===== src/rtl/key_conditioner_if.sv =====
// -----------------------------------------------------------------------------
// key_conditioner_if
//   Bundles the raw push-button inputs and the conditioned key outputs of
//   key_conditioner into one port.
//   Signals (all N_KEYS wide, one bit per key channel):
//     key_n        raw buttons, active-low, asynchronous to clk
//     key_level    debounced level, 1 = pressed
//     key_press    one-cycle pulse on debounced press
//     key_release  one-cycle pulse on debounced release
//     key_hold     one-cycle pulse once a press has been held long enough
//     key_repeat   one-cycle auto-repeat strobes
//   Modports:
//     master  the side that owns the buttons and consumes the strobes
//     slave   the conditioner itself
// -----------------------------------------------------------------------------
interface key_conditioner_if #(
    parameter int N_KEYS = 4
) ();
    logic [N_KEYS-1:0] key_n;
    logic [N_KEYS-1:0] key_level;
    logic [N_KEYS-1:0] key_press;
    logic [N_KEYS-1:0] key_release;
    logic [N_KEYS-1:0] key_hold;
    logic [N_KEYS-1:0] key_repeat;

    modport master (
        output key_n,
        input  key_level,
        input  key_press,
        input  key_release,
        input  key_hold,
        input  key_repeat
    );

    modport slave (
        input  key_n,
        output key_level,
        output key_press,
        output key_release,
        output key_hold,
        output key_repeat
    );
endinterface


===== src/rtl/key_conditioner.sv =====
// -----------------------------------------------------------------------------
// key_conditioner
//   Turns raw, bouncing, active-low push-buttons into clean single-cycle
//   strobes. Every key channel is independent and runs:
//     2-flop synchronizer -> counter debounce -> press/release edge pulses
//     -> hold / auto-repeat state machine.
//   Every output is a flop; there is no combinational path from key_n.
//   Ports:
//     clk   system clock
//     rst   asynchronous, active-high reset (assert async, release sync
//           by the surrounding reset logic)
//     bus   key_conditioner_if.slave: key_n in, key_level / key_press /
//           key_release / key_hold / key_repeat out
//   Parameters:
//     N_KEYS          number of key channels (must match the interface)
//     DEBOUNCE_COUNT  consecutive disagreeing samples needed to accept a change
//     HOLD_COUNT      cycles from the press edge to the key_hold pulse
//     REPEAT_COUNT    auto-repeat period once the hold pulse has fired
// -----------------------------------------------------------------------------
module key_conditioner #(
    parameter int N_KEYS         = 4,
    parameter int DEBOUNCE_COUNT = 500000,
    parameter int HOLD_COUNT     = 50000000,
    parameter int REPEAT_COUNT   = 12500000
) (
    input  logic             clk,
    input  logic             rst,
    key_conditioner_if.slave bus
);

    localparam int DW = (DEBOUNCE_COUNT > 1) ? $clog2(DEBOUNCE_COUNT) : 1;
    localparam int HW = (HOLD_COUNT > 1)     ? $clog2(HOLD_COUNT)     : 1;
    localparam int RW = (REPEAT_COUNT > 1)   ? $clog2(REPEAT_COUNT)   : 1;

    localparam logic [DW-1:0] DCNT_LAST = DW'(DEBOUNCE_COUNT - 1);
    localparam logic [HW-1:0] HCNT_LAST = HW'(HOLD_COUNT - 1);
    localparam logic [RW-1:0] RCNT_LAST = RW'(REPEAT_COUNT - 1);

    typedef enum logic [1:0] {
        ST_IDLE,
        ST_HELD,
        ST_REPEAT
    } state_t;

    // Synchronizer
    logic [N_KEYS-1:0] s1_q, s1_d;
    logic [N_KEYS-1:0] s2_q, s2_d;

    // Debounce and edge pulses
    logic [N_KEYS-1:0] level_q,   level_d;
    logic [N_KEYS-1:0] press_q,   press_d;
    logic [N_KEYS-1:0] release_q, release_d;
    logic [DW-1:0]     dcnt_q [N_KEYS];
    logic [DW-1:0]     dcnt_d [N_KEYS];

    // Hold / repeat
    logic [N_KEYS-1:0] hold_q,    hold_d;
    logic [N_KEYS-1:0] repeat_q,  repeat_d;
    logic [HW-1:0]     hcnt_q [N_KEYS];
    logic [HW-1:0]     hcnt_d [N_KEYS];
    logic [RW-1:0]     rcnt_q [N_KEYS];
    logic [RW-1:0]     rcnt_d [N_KEYS];
    state_t            state_q [N_KEYS];
    state_t            state_d [N_KEYS];

    // Active-high synchronized sample and "change accepted this edge" flag
    logic [N_KEYS-1:0] sample;
    logic [N_KEYS-1:0] accept;

    assign sample = ~s2_q;

    always_comb begin
        s1_d      = bus.key_n;
        s2_d      = s1_q;
        level_d   = level_q;
        press_d   = '0;
        release_d = '0;
        hold_d    = '0;
        repeat_d  = '0;
        accept    = '0;
        for (int i = 0; i < N_KEYS; i++) begin
            dcnt_d[i]  = dcnt_q[i];
            hcnt_d[i]  = hcnt_q[i];
            rcnt_d[i]  = rcnt_q[i];
            state_d[i] = state_q[i];

            // Debounce: a change is accepted only after DEBOUNCE_COUNT
            // consecutive disagreeing samples; any agreeing sample restarts.
            accept[i] = (sample[i] != level_q[i]) && (dcnt_q[i] == DCNT_LAST);
            if (sample[i] == level_q[i]) begin
                dcnt_d[i] = '0;
            end else if (accept[i]) begin
                level_d[i] = sample[i];
                dcnt_d[i]  = '0;
            end else begin
                dcnt_d[i] = dcnt_q[i] + DW'(1);
            end

            press_d[i]   = accept[i] &  sample[i];
            release_d[i] = accept[i] & ~sample[i];

            // Release wins over any hold/repeat event due on the same edge.
            if (release_d[i]) begin
                state_d[i] = ST_IDLE;
                hcnt_d[i]  = '0;
                rcnt_d[i]  = '0;
            end else begin
                case (state_q[i])
                    ST_IDLE: begin
                        if (press_d[i]) begin
                            state_d[i]  = ST_HELD;
                            hcnt_d[i]   = '0;
                            repeat_d[i] = 1'b1;
                        end
                    end
                    ST_HELD: begin
                        if (hcnt_q[i] == HCNT_LAST) begin
                            state_d[i]  = ST_REPEAT;
                            hold_d[i]   = 1'b1;
                            repeat_d[i] = 1'b1;
                            hcnt_d[i]   = '0;
                            rcnt_d[i]   = '0;
                        end else begin
                            hcnt_d[i] = hcnt_q[i] + HW'(1);
                        end
                    end
                    ST_REPEAT: begin
                        if (rcnt_q[i] == RCNT_LAST) begin
                            repeat_d[i] = 1'b1;
                            rcnt_d[i]   = '0;
                        end else begin
                            rcnt_d[i] = rcnt_q[i] + RW'(1);
                        end
                    end
                    default: begin
                        state_d[i] = ST_IDLE;
                        hcnt_d[i]  = '0;
                        rcnt_d[i]  = '0;
                    end
                endcase
            end
        end
    end

    always_ff @(posedge clk or posedge rst) begin
        if (rst) begin
            // Synchronizer resets to "released" so reset never looks like a press.
            s1_q      <= '1;
            s2_q      <= '1;
            level_q   <= '0;
            press_q   <= '0;
            release_q <= '0;
            hold_q    <= '0;
            repeat_q  <= '0;
            for (int i = 0; i < N_KEYS; i++) begin
                dcnt_q[i]  <= '0;
                hcnt_q[i]  <= '0;
                rcnt_q[i]  <= '0;
                state_q[i] <= ST_IDLE;
            end
        end else begin
            s1_q      <= s1_d;
            s2_q      <= s2_d;
            level_q   <= level_d;
            press_q   <= press_d;
            release_q <= release_d;
            hold_q    <= hold_d;
            repeat_q  <= repeat_d;
            for (int i = 0; i < N_KEYS; i++) begin
                dcnt_q[i]  <= dcnt_d[i];
                hcnt_q[i]  <= hcnt_d[i];
                rcnt_q[i]  <= rcnt_d[i];
                state_q[i] <= state_d[i];
            end
        end
    end

    assign bus.key_level   = level_q;
    assign bus.key_press   = press_q;
    assign bus.key_release = release_q;
    assign bus.key_hold    = hold_q;
    assign bus.key_repeat  = repeat_q;

endmodule

===== src/flat_wrapper.sv =====
// flat-port wrapper written by rule: the top's interface ports become plain ports
module key_conditioner_flat 
#(
    parameter int N_KEYS         = 4,
    parameter int DEBOUNCE_COUNT = 500000,
    parameter int HOLD_COUNT     = 50000000,
    parameter int REPEAT_COUNT   = 12500000
)
  (clk, rst, bus_key_n, bus_key_level, bus_key_press, bus_key_release, bus_key_hold, bus_key_repeat);
  key_conditioner_if #(.N_KEYS(N_KEYS)) bus_i ();
  input  logic clk;
  input  logic rst;
  input wire logic [$bits(bus_i.key_n)-1:0] bus_key_n;
  output wire logic [$bits(bus_i.key_level)-1:0] bus_key_level;
  output wire logic [$bits(bus_i.key_press)-1:0] bus_key_press;
  output wire logic [$bits(bus_i.key_release)-1:0] bus_key_release;
  output wire logic [$bits(bus_i.key_hold)-1:0] bus_key_hold;
  output wire logic [$bits(bus_i.key_repeat)-1:0] bus_key_repeat;
  assign bus_i.key_n = bus_key_n;
  assign bus_key_level = bus_i.key_level;
  assign bus_key_press = bus_i.key_press;
  assign bus_key_release = bus_i.key_release;
  assign bus_key_hold = bus_i.key_hold;
  assign bus_key_repeat = bus_i.key_repeat;
  key_conditioner #(.N_KEYS(N_KEYS), .DEBOUNCE_COUNT(DEBOUNCE_COUNT), .HOLD_COUNT(HOLD_COUNT), .REPEAT_COUNT(REPEAT_COUNT)) u_core (.clk(clk), .rst(rst), .bus(bus_i));
endmodule

===== config.mk =====
export PLATFORM = sky130hd
export DESIGN_NAME = key_conditioner_flat
export DESIGN_NICKNAME = d
export VERILOG_FILES = /design/src/rtl/key_conditioner_if.sv /design/src/rtl/key_conditioner.sv /design/src/flat_wrapper.sv
export SDC_FILE = /design/constraint.sdc
export NUM_CORES = 1
export LEC_CHECK = 0
export CORE_UTILIZATION = 35
export DETAILED_ROUTE_END_ITERATION = 10
export DONT_BUFFER_PORTS = 1
export SLEW_MARGIN = 20
export SYNTH_ARGS = -nofsm -noshare
export SYNTH_HDL_FRONTEND = slang
export SYNTH_SLANG_ARGS = --single-unit

===== constraint.sdc =====
create_clock -name clk -period 10.95 [get_ports clk]
set_input_delay 1.095 -clock clk [delete_from_list [all_inputs] [get_ports clk]]
set_output_delay 1.095 -clock clk [all_outputs]
set_load 0.1 [all_outputs]

**Yosys cells after proc, flatten, opt, wreduce, memory -nomap -nowiden**

Index checks and enable logic that the tools add are counted.

- Flip-flop bits (word level): 312
- Bits in latches: 0
- Bits in writable memories: 0
- Bits in read-only memories: 0
- Input bits: 6
- Output and inout port bits: 20
- Logic and storage cells: 207
- Memories kept: 0

- Add/sub/neg operators: 12
- Multipliers: 0
- Div/mod/pow operators: 0
- Magnitude comparators: 0
- Eq/ne operators: 44
- Shift operators: 0
- Muxes and demuxes: 84
- Bitwise gates (word level): 17
- Reduce and logical (&&, ||, !) cells: 24

Operator list:

| cell | count |
|---|---|
| 26-bit 2-to-1 mux | 12 |
| 26-bit one-hot mux with 3 select lines | 4 |
| 24-bit 2-to-1 mux | 12 |
| 24-bit one-hot mux with 3 select lines | 4 |
| 19-bit 2-to-1 mux | 8 |
| 26-bit by 1-bit adder with 26-bit output, second input constant | 4 |
| 26-bit == test, second input constant | 4 |
| 24-bit by 1-bit adder with 24-bit output, second input constant | 4 |
| 24-bit == test, second input constant | 4 |
| 19-bit by 1-bit adder with 19-bit output, second input constant | 4 |
| 19-bit == test, second input constant | 4 |
| 1-bit 2-to-1 mux | 24 |
| 2-bit 2-to-1 mux | 12 |
| 3-bit by 1-bit != test with 1-bit output, second input constant | 8 |
| 2-bit one-hot mux with 3 select lines | 4 |
| 2-bit AND reduction | 12 |
| 2-bit by 1-bit != test with 1-bit output, second input constant | 8 |
| 1-bit one-hot mux with 3 select lines | 4 |
| 3-bit AND reduction | 4 |
| 1-bit bitwise AND | 8 |
| 2-bit by 1-bit == test with 1-bit output, second input constant | 4 |
| 2-bit == test, second input constant | 4 |
| 2-bit zero test | 4 |
| 1-bit inverter | 8 |
| 4 further kinds | 13 |

**Depth between registers and ports, before layout**

Gate-level depths: netlist of the first run.

- Depth in word-level cells: 7
- Depth in mapped cells: 9
- Gate-level depth less buffers: 7

**Worst setup path after synthesis of the first run**

No wires, ideal clock.

- Path kind: register -> register
- Start: register u_core.level_q[3], in the netlist u_core.bus.key_level[3]
- End: register u_core.hcnt_q[5] (netlist name)
- Library setup time: 0.077 ns
- Arrival time: 2.518 ns
- Data required time: 10.873 ns
- Slack: 8.354 ns
- Stages on the path, launching flop included: 7
- Path buffers: 1
- Clock period less this slack: 2.596 ns
- Cell sequence: dfrtp_1 -> xor2_1 -> nor4_4 -> a31oi_2 -> buf_2 -> or4_1 -> a21oi_1

- Cells in the longest elaborated chain, start to end: 5
- Elaborated cells on any way between the ends: 8
- Those cells by class: eq/ne: 3; mux: 1; bitwise: 2; reduce/logical: 2

RTL lines:

| item | line | source |
|---|---|---|
| start, declared | key_conditioner.sv:50 | `logic [N_KEYS-1:0] level_q, level_d;` |
| start signal, assigned | key_conditioner.sv:164 | `level_q <= level_d;` |
| 1-bit != test * | key_conditioner.sv:89 | `accept[i] = (sample[i] != level_q[i]) && (dcnt_q[i] == DCNT_LAST);` |
| 1-bit logical AND * | key_conditioner.sv:89 |  |
| 1-bit bitwise AND (on tied branches) | key_conditioner.sv:100, key_conditioner.sv:99 |  |
| 3-bit by 1-bit != test with 1-bit output (no line) / 2-bit by 1-bit != test with 1-bit output (equally long branches) | - |  |
| 2-bit AND reduction (no line) | - |  |
| end signal, assigned by index | key_conditioner.sv:171 | `hcnt_q[i] <= hcnt_d[i];` |
| end, declared | key_conditioner.sv:59 | `logic [HW-1:0] hcnt_q [N_KEYS];` |

Mark *: on every way between the ends. The rest lies on a longest branch, timed or not.
A chain may end at the register's enable or synchronous reset.

**Final worst setup path of the first run**

- Start: register u_core.level_q[3], in the netlist u_core.bus.key_level[3]
- End: register u_core.rcnt_q[23] (netlist name)

- Cells in the longest elaborated chain, start to end: 5
- Elaborated cells on any way between the ends: 7
- Those cells by class: eq/ne: 3; mux: 1; bitwise: 1; reduce/logical: 2

RTL lines:

| item | line | source |
|---|---|---|
| 1-bit != test * | key_conditioner.sv:89 |  |
| 1-bit logical AND * | key_conditioner.sv:89 |  |
| 1-bit bitwise AND * | key_conditioner.sv:100 | `release_d[i] = accept[i] & ~sample[i];` |
| 3-bit by 1-bit != test with 1-bit output (no line) / 2-bit by 1-bit != test with 1-bit output (equally long branches) | - |  |
| 2-bit AND reduction (no line) | - |  |
| end signal, assigned by index | key_conditioner.sv:172 | `rcnt_q[i] <= rcnt_d[i];` |
| end, declared | key_conditioner.sv:61 | `logic [RW-1:0] rcnt_q [N_KEYS];` |

Marked as above.

==> qor.txt, run 1 <==
HP Start: u_core.s1_q[2]$_DFF_PP1_
Fin nets: 1832
Worst reg2reg setup slack: 7.37 ns
Reg2reg start: u_core.bus.key_level[3]$_DFFE_PP0P_
HPWL after detailed placement: 25100 µm
Post-Route WL: 39400 µm
Global Route Usage Sum: 16.2%
Worst-Skew Late Latency: 0.55 ns
Area after DPL: 0.0176 mm²
Register area share after synthesis: 45.8%
Yosys warnings: 0
Syn nets: 1851
Post-Syn Area: 0.0171 mm²
Final slew viol count: 0
Initial antenna violation count: 0
Largest area contributor in the netlist: dfrtp_1
Vert. Die Dim: 223 µm
CP Launch Type: flip-flop
IO Port Bufs: 0
Via count: 14200
PD cells: 133 mW/mm²
# diodes: 0
Layout area overhead: 11.6%
RSZ-0062 raised after global routing: no
Vias in the first global route: 14000
Drt pass-1 iters: 5
First-pass GRT wire length: 68800 µm
I/O Pins: 26
Worst hold slack: 0.355 ns
Share of the synthesized area in the top cell type: 44.6%
Fraction of layout instances using a drive strength above 1: 7.15%
Hold-fix buffers, CTS: 0
Most frequent cells after synthesis: 304 x dfrtp_1, 161 x nor2_1, 154 x nand2_1
DR WL/cell: 16.0 µm
Worst-path clk slew: 0.05 ns
Slew HR: 27.7%
Number of CTS-inserted buffers: 40
Via-to-Cell Ratio: 5.79
Distinct cell type count of the synthesized netlist: 79
Crit Path Max Fanout: 25
Maximum buffer depth of the clock tree: 3
Num rows: 80
# DRC: 0
Worst EP arrival: 4.00 ns
CP Buf/Inv Count: 0
FF+latch count, synth: 312
Clk sink count: 312
Critical-path top delay cell: dfrtp_1
Cells after synthesis: 1833
Post-CTS setup buffer count: 0
Asr flop ratio synth: 100%
Crit-path cells: xor2_1 -> nor4_4 -> nand3_1 -> and2_1 -> a221o_1
Final TNS setup: 0 ns
Chip Width: 223 µm
Worst hold stages: 0
Tmin final: 3.58 ns
Placer Congestion: 0.799
Root buf cell: clkbuf_16
Cell family with most CP delay: simple AND/OR/NAND/NOR gates
Top-count cell post-synth: dfrtp_1
CORE AREA: 0.0479 mm²
FILL cells: 4720
Syn avg cell area: 9.31 µm²
Hold EP: u_core.s2_q[2]$_DFF_PP1_
Design area: 0.0190 mm²
Final Setup Violations: 0
Worst r2r dst: u_core.rcnt_q[23]$_DFFE_PP0P_
Fmax: 0.279 GHz
GR Overflow Total: 0
Die area: 0.0496 mm²
CP endpoint kind: flip-flop
Outcome: finished clean
Initial DRC count: 1049
Worst hold path class: reg -> reg
Peak supply drop: 88.1 µV
Main synth FF type: dfrtp_1
ANT nets after route: 0
Skew final: 0.0137 ns
Post-synth EDFFs: 0
Largest net degree at the start of global routing: 178
Required time of the critical path: 11.37 ns
Fin util: 39.7%
Critical path class: reg -> reg
Largest cells by area after synthesis: dfrtp_1 45%, nand3_1 4.1%, nor2_1 3.5%, nand2_1 3.4%, or4_1 3.2%
Leakage power: 7.72 nW
CTS tree: built
CTS resizes: 0
Period utilisation layout: 32.7%
Max-cap viol count: 0
Reg2reg path depth: 5
Starting Density: 35.6%
Critical Path Max Stage Delay: 0.96 ns
Final Hold Fails: 0
Worst Tran Pin Value: 1.08 ns
H-Tree Depth: 2
-- metrics by stage --
step                      power (mW)  cells  setup WS (ns)
after global placement          1.22   2385           7.44
after global routing            2.63   2461           7.18
after detailed placement        1.23   2385           7.37
final                           2.53   2461           7.37
after floorplan                 1.21   1833           1.24
after CTS                       2.59   2459           7.34
-- layer usage --
metal	part of all wire (%)	GRT usage, %
met5	0	0
met3	3.0	2.47
met2	48	26.8
met4	2.0	5.47
met1	48	21.5
-- state kept, by name (all words and copies together) (netlist names), 8 cells and up --
name,cells
u_core.rcnt_q,96
u_core.hcnt_q,104
u_core.dcnt_q,76
u_core.state_q,8
-- layout make-up --
class	instances	area, µm²	area share [%]
multi-input cells	1408	8810	46.3
flip-flops and latches	312	7820	41.1
clock buffers	64	1200	6.31
well taps	615	769	4.04
inverters	39	154	0.808
repair buffers	13	150	0.788
clock inverters	10	140	0.736
-- report_power, final --
group / switching, mW / total, mW / internal, mW / leakage [nW]
Sequential: 0.00535 / 1.17 / 1.16 / 4.32
Combinational: 0.0310 / 0.0368 / 0.00579 / 2.75
Clock: 0.506 / 1.33 / 0.824 / 0.646
-- cells by family after synthesis --
logic type	synth area share, %
adders and majority gates	0.880
buffers and inverters	2.65
xor gates and xnor gates	4.06
muxes	0.499
AOI/OAI and AO/OA	14.7
DFF	45.8
and+or+nand+nor	31.4
-- layout by cell type, fill, tap and decap left out, drive strengths merged, types with 5 or more instances in the layout --
| cell | n |
|---|---|
| ha | 12 |
| buf | 13 |
| dfrtp | 304 |
| or4b | 8 |
| nor2b | 9 |
| nor2 | 161 |
| or4 | 74 |
| o31ai | 56 |
| a211o | 17 |
| or3 | 39 |
| nor4 | 38 |
| a221o | 27 |
| or3b | 5 |
| a21oi | 90 |
| inv | 41 |
| and3 | 45 |
| nor4b | 6 |
| clkbuf | 64 |
| and4 | 51 |
| o211ai | 21 |
| nand2b | 7 |
| nand3 | 142 |
| and2 | 30 |
| a22o | 14 |
| nor3b | 7 |
| or2 | 12 |
| nor4bb | 9 |
| nor3 | 53 |
| o21ai | 61 |
| xor2 | 52 |
| xnor2 | 27 |
| nand4 | 83 |
| a21o | 8 |
| a31oi | 16 |
| dfstp | 8 |
| nand2 | 155 |
-- worst max path at each step --
stage	from	to	cells past startpoint
5_1_grt	u_core.bus.key_level[3]$_DFFE_PP0P_	u_core.rcnt_q[23]$_DFFE_PP0P_	5
2_1_floorplan	rst	u_core.bus.key_hold[0]$_DFF_PP0_	1
3_5_place_dp	u_core.bus.key_level[3]$_DFFE_PP0P_	u_core.rcnt_q[23]$_DFFE_PP0P_	5
3_3_place_gp	u_core.bus.key_level[3]$_DFFE_PP0P_	u_core.rcnt_q[4]$_DFFE_PP0P_	5
4_1_cts	u_core.bus.key_level[3]$_DFFE_PP0P_	u_core.rcnt_q[23]$_DFFE_PP0P_	5
6_report	u_core.bus.key_level[3]$_DFFE_PP0P_	u_core.rcnt_q[23]$_DFFE_PP0P_	5
(Power assumes the default switching activity.)
==> inputs of run 2 (changes only) <==
==> constraint.sdc (replaced) <==
create_clock -name clk -period 3.16 [get_ports clk]
set_input_delay 0.316 -clock clk [delete_from_list [all_inputs] [get_ports clk]]
set_output_delay 0.316 -clock clk [all_outputs]
set_load 0.1 [all_outputs]
==> run 2 against run 1 <==
Effect of this change:
- combinational power grew to 3.9 times the previous value
- clock power rose to 3.4 times the previous value
- via count up 1.3%
- fmax rose by 32%
- worst setup slack worse by 6.9 ns
- die area is the same
- total power rose to 3.5 times the previous value
- largest power group unchanged
- first-iteration DRC count is 0.19% lower
==> qor.txt, run 2 (synthesis gave the netlist of run 1 again) <==
CP endpoint kind: flip-flop
Via count: 14400
Critical path class: reg -> reg
Layout area overhead: 12.8%
I/O Pins: 26
DR top layer: met4
# DRC: 0
Num rows: 80
Initial antenna violation count: 0
Die area: 0.0496 mm²
Reg2reg start: u_core.dcnt_q[19]$_DFF_PP0_
Skew final: 0.0142 ns
First-pass GRT wire length: 69100 µm
Global Route Usage Sum: 16.3%
Total Power: 8.76 mW
Metal3 WL: 1430 µm
PD cells: 455 mW/mm²
Commonest non-fill, non-tap cell in the layout: dfrtp_1
Final TNS setup: 0 ns
Via-to-Cell Ratio: 5.81
Number of CTS-inserted buffers: 39
RSZ-0062 raised after global routing: no
Outcome: finished clean
Final Setup Violations: 0
Reg with most FFs: u_core.hcnt_q
Worst Tran Pin Value: 1.05 ns
Worst EP arrival: 3.18 ns
Hold-fix buffers, CTS: 5
Slew HR: 30.2%
CTS tree: built
Number of flip-flops in the largest register: 104
CP Launch Type: flip-flop
ANT nets after route: 0
DRT met1 WL: 19100 µm
Max-cap viol count: 0
Fraction of layout instances using a drive strength above 1: 8.34%
Worst-Skew Late Latency: 0.55 ns
Worst-path clk slew: 0.06 ns
Maximum buffer depth of the clock tree: 3
Worst hold path class: in -> reg
Crit Path Max Fanout: 18
Worst hold slack: 0.307 ns
Design area: 0.0192 mm²
CORE AREA: 0.0479 mm²
Post-Route WL: 39900 µm
Fin nets: 1860
CTS resizes: 0
Placer Congestion: 0.794
H-Tree Depth: 2
DR WL/cell: 16.1 µm
HP Start: bus_key_n[2]
Final Hold Fails: 0
Period utilisation layout: 85.9%
Critical Path Start: u_core.dcnt_q[19]$_DFF_PP0_
HPWL after detailed placement: 26100 µm
Vias in the first global route: 13800
Root buf cell: clkbuf_16
Fmax: 0.368 GHz
Largest regs: u_core.hcnt_q: 104 flops, u_core.rcnt_q: 96 flops, u_core.dcnt_q: 76 flops
Initial DRC count: 1047
Met2 wire length: 18600 µm
Tmin final: 2.71 ns
Chip Width: 223 µm
Clk sink count: 312
Starting Density: 35.6%
# diodes: 0
Post-CTS setup buffer count: 0
Area after DPL: 0.0178 mm²
IO Port Bufs: 0
Commonest non-fill, non-tap cells in the layout: 304 x dfrtp_1, 161 x nor2_1, 154 x nand2_1
Leakage power: 7.84 nW
Required time of the critical path: 3.62 ns
Largest net degree at the start of global routing: 97
Vert. Die Dim: 223 µm
Peak supply drop: 321 µV
Drt pass-1 iters: 5
GR Overflow Total: 0
Final slew viol count: 0
run 2: worst max-delay path, cell delays in order, from the launching register on:
cell	delay (ns)
dfrtp_1	0.39
ha_1	0.22
and3_1	0.26
and4_1	0.40
a31oi_2	0.37
buf_4	0.31
or4_1	0.51
a21oi_1	0.15
run 2: power breakdown:
part	internal, mW	switching [mW]
Combinational	0.0312	0.112
Clock	2.83	1.76
Sequential	4.02	0.0187
run 2: layout make-up:
cell class                 instances  area, µm²
sequential                       312       7820
timing repair buffer              42        373
fill                            4684      28700
multi-input combinational       1408       8810
clock buffer                      60       1190
tap                              615        769
inverter                          39        150
clock inverter                    10        130
run 2: path summary, 6_finish.rpt:
| path | to | slack, ns | cells past startpoint |
|---|---|---|---|
| setup / recovery | u_core.hcnt_q[37]$_DFFE_PP0P_ | 0.45 | 7 |
| hold / removal | u_core.s1_q[2]$_DFF_PP1_ | 0.31 | 1 |
| min in group asynchronous | u_core.hcnt_q[54]$_DFFE_PP0P_ | 0.35 | 2 |
| max in group asynchronous | u_core.dcnt_q[2]$_DFF_PP0_ | 1.86 | 3 |
| hold reg to reg | u_core.s2_q[0]$_DFF_PP1_ | 0.35 | 0 |
| setup reg to reg | u_core.hcnt_q[37]$_DFFE_PP0P_ | 0.45 | 7 |
run 2: per-layer routing:
layer  global-route usage [%]  vias to the layer above
met5                        0                        -
met4                     5.18                        0
met3                     2.43                       56
met2                     26.6                      232
met1                     22.3                     7136
li1                         -                     7015
run 2: per-stage QoR:
stage | worst slack, ns | utilization (%) | cells
finish | 0.445 | 40.1 | 2486
global route | 0.240 | 40.1 | 2486
CTS | 0.441 | 40.1 | 2485
detailed placement | 0.453 | 37.2 | 2410
global placement | 0.549 | 37.2 | 2410
floorplan | -1.30 | - | 1833
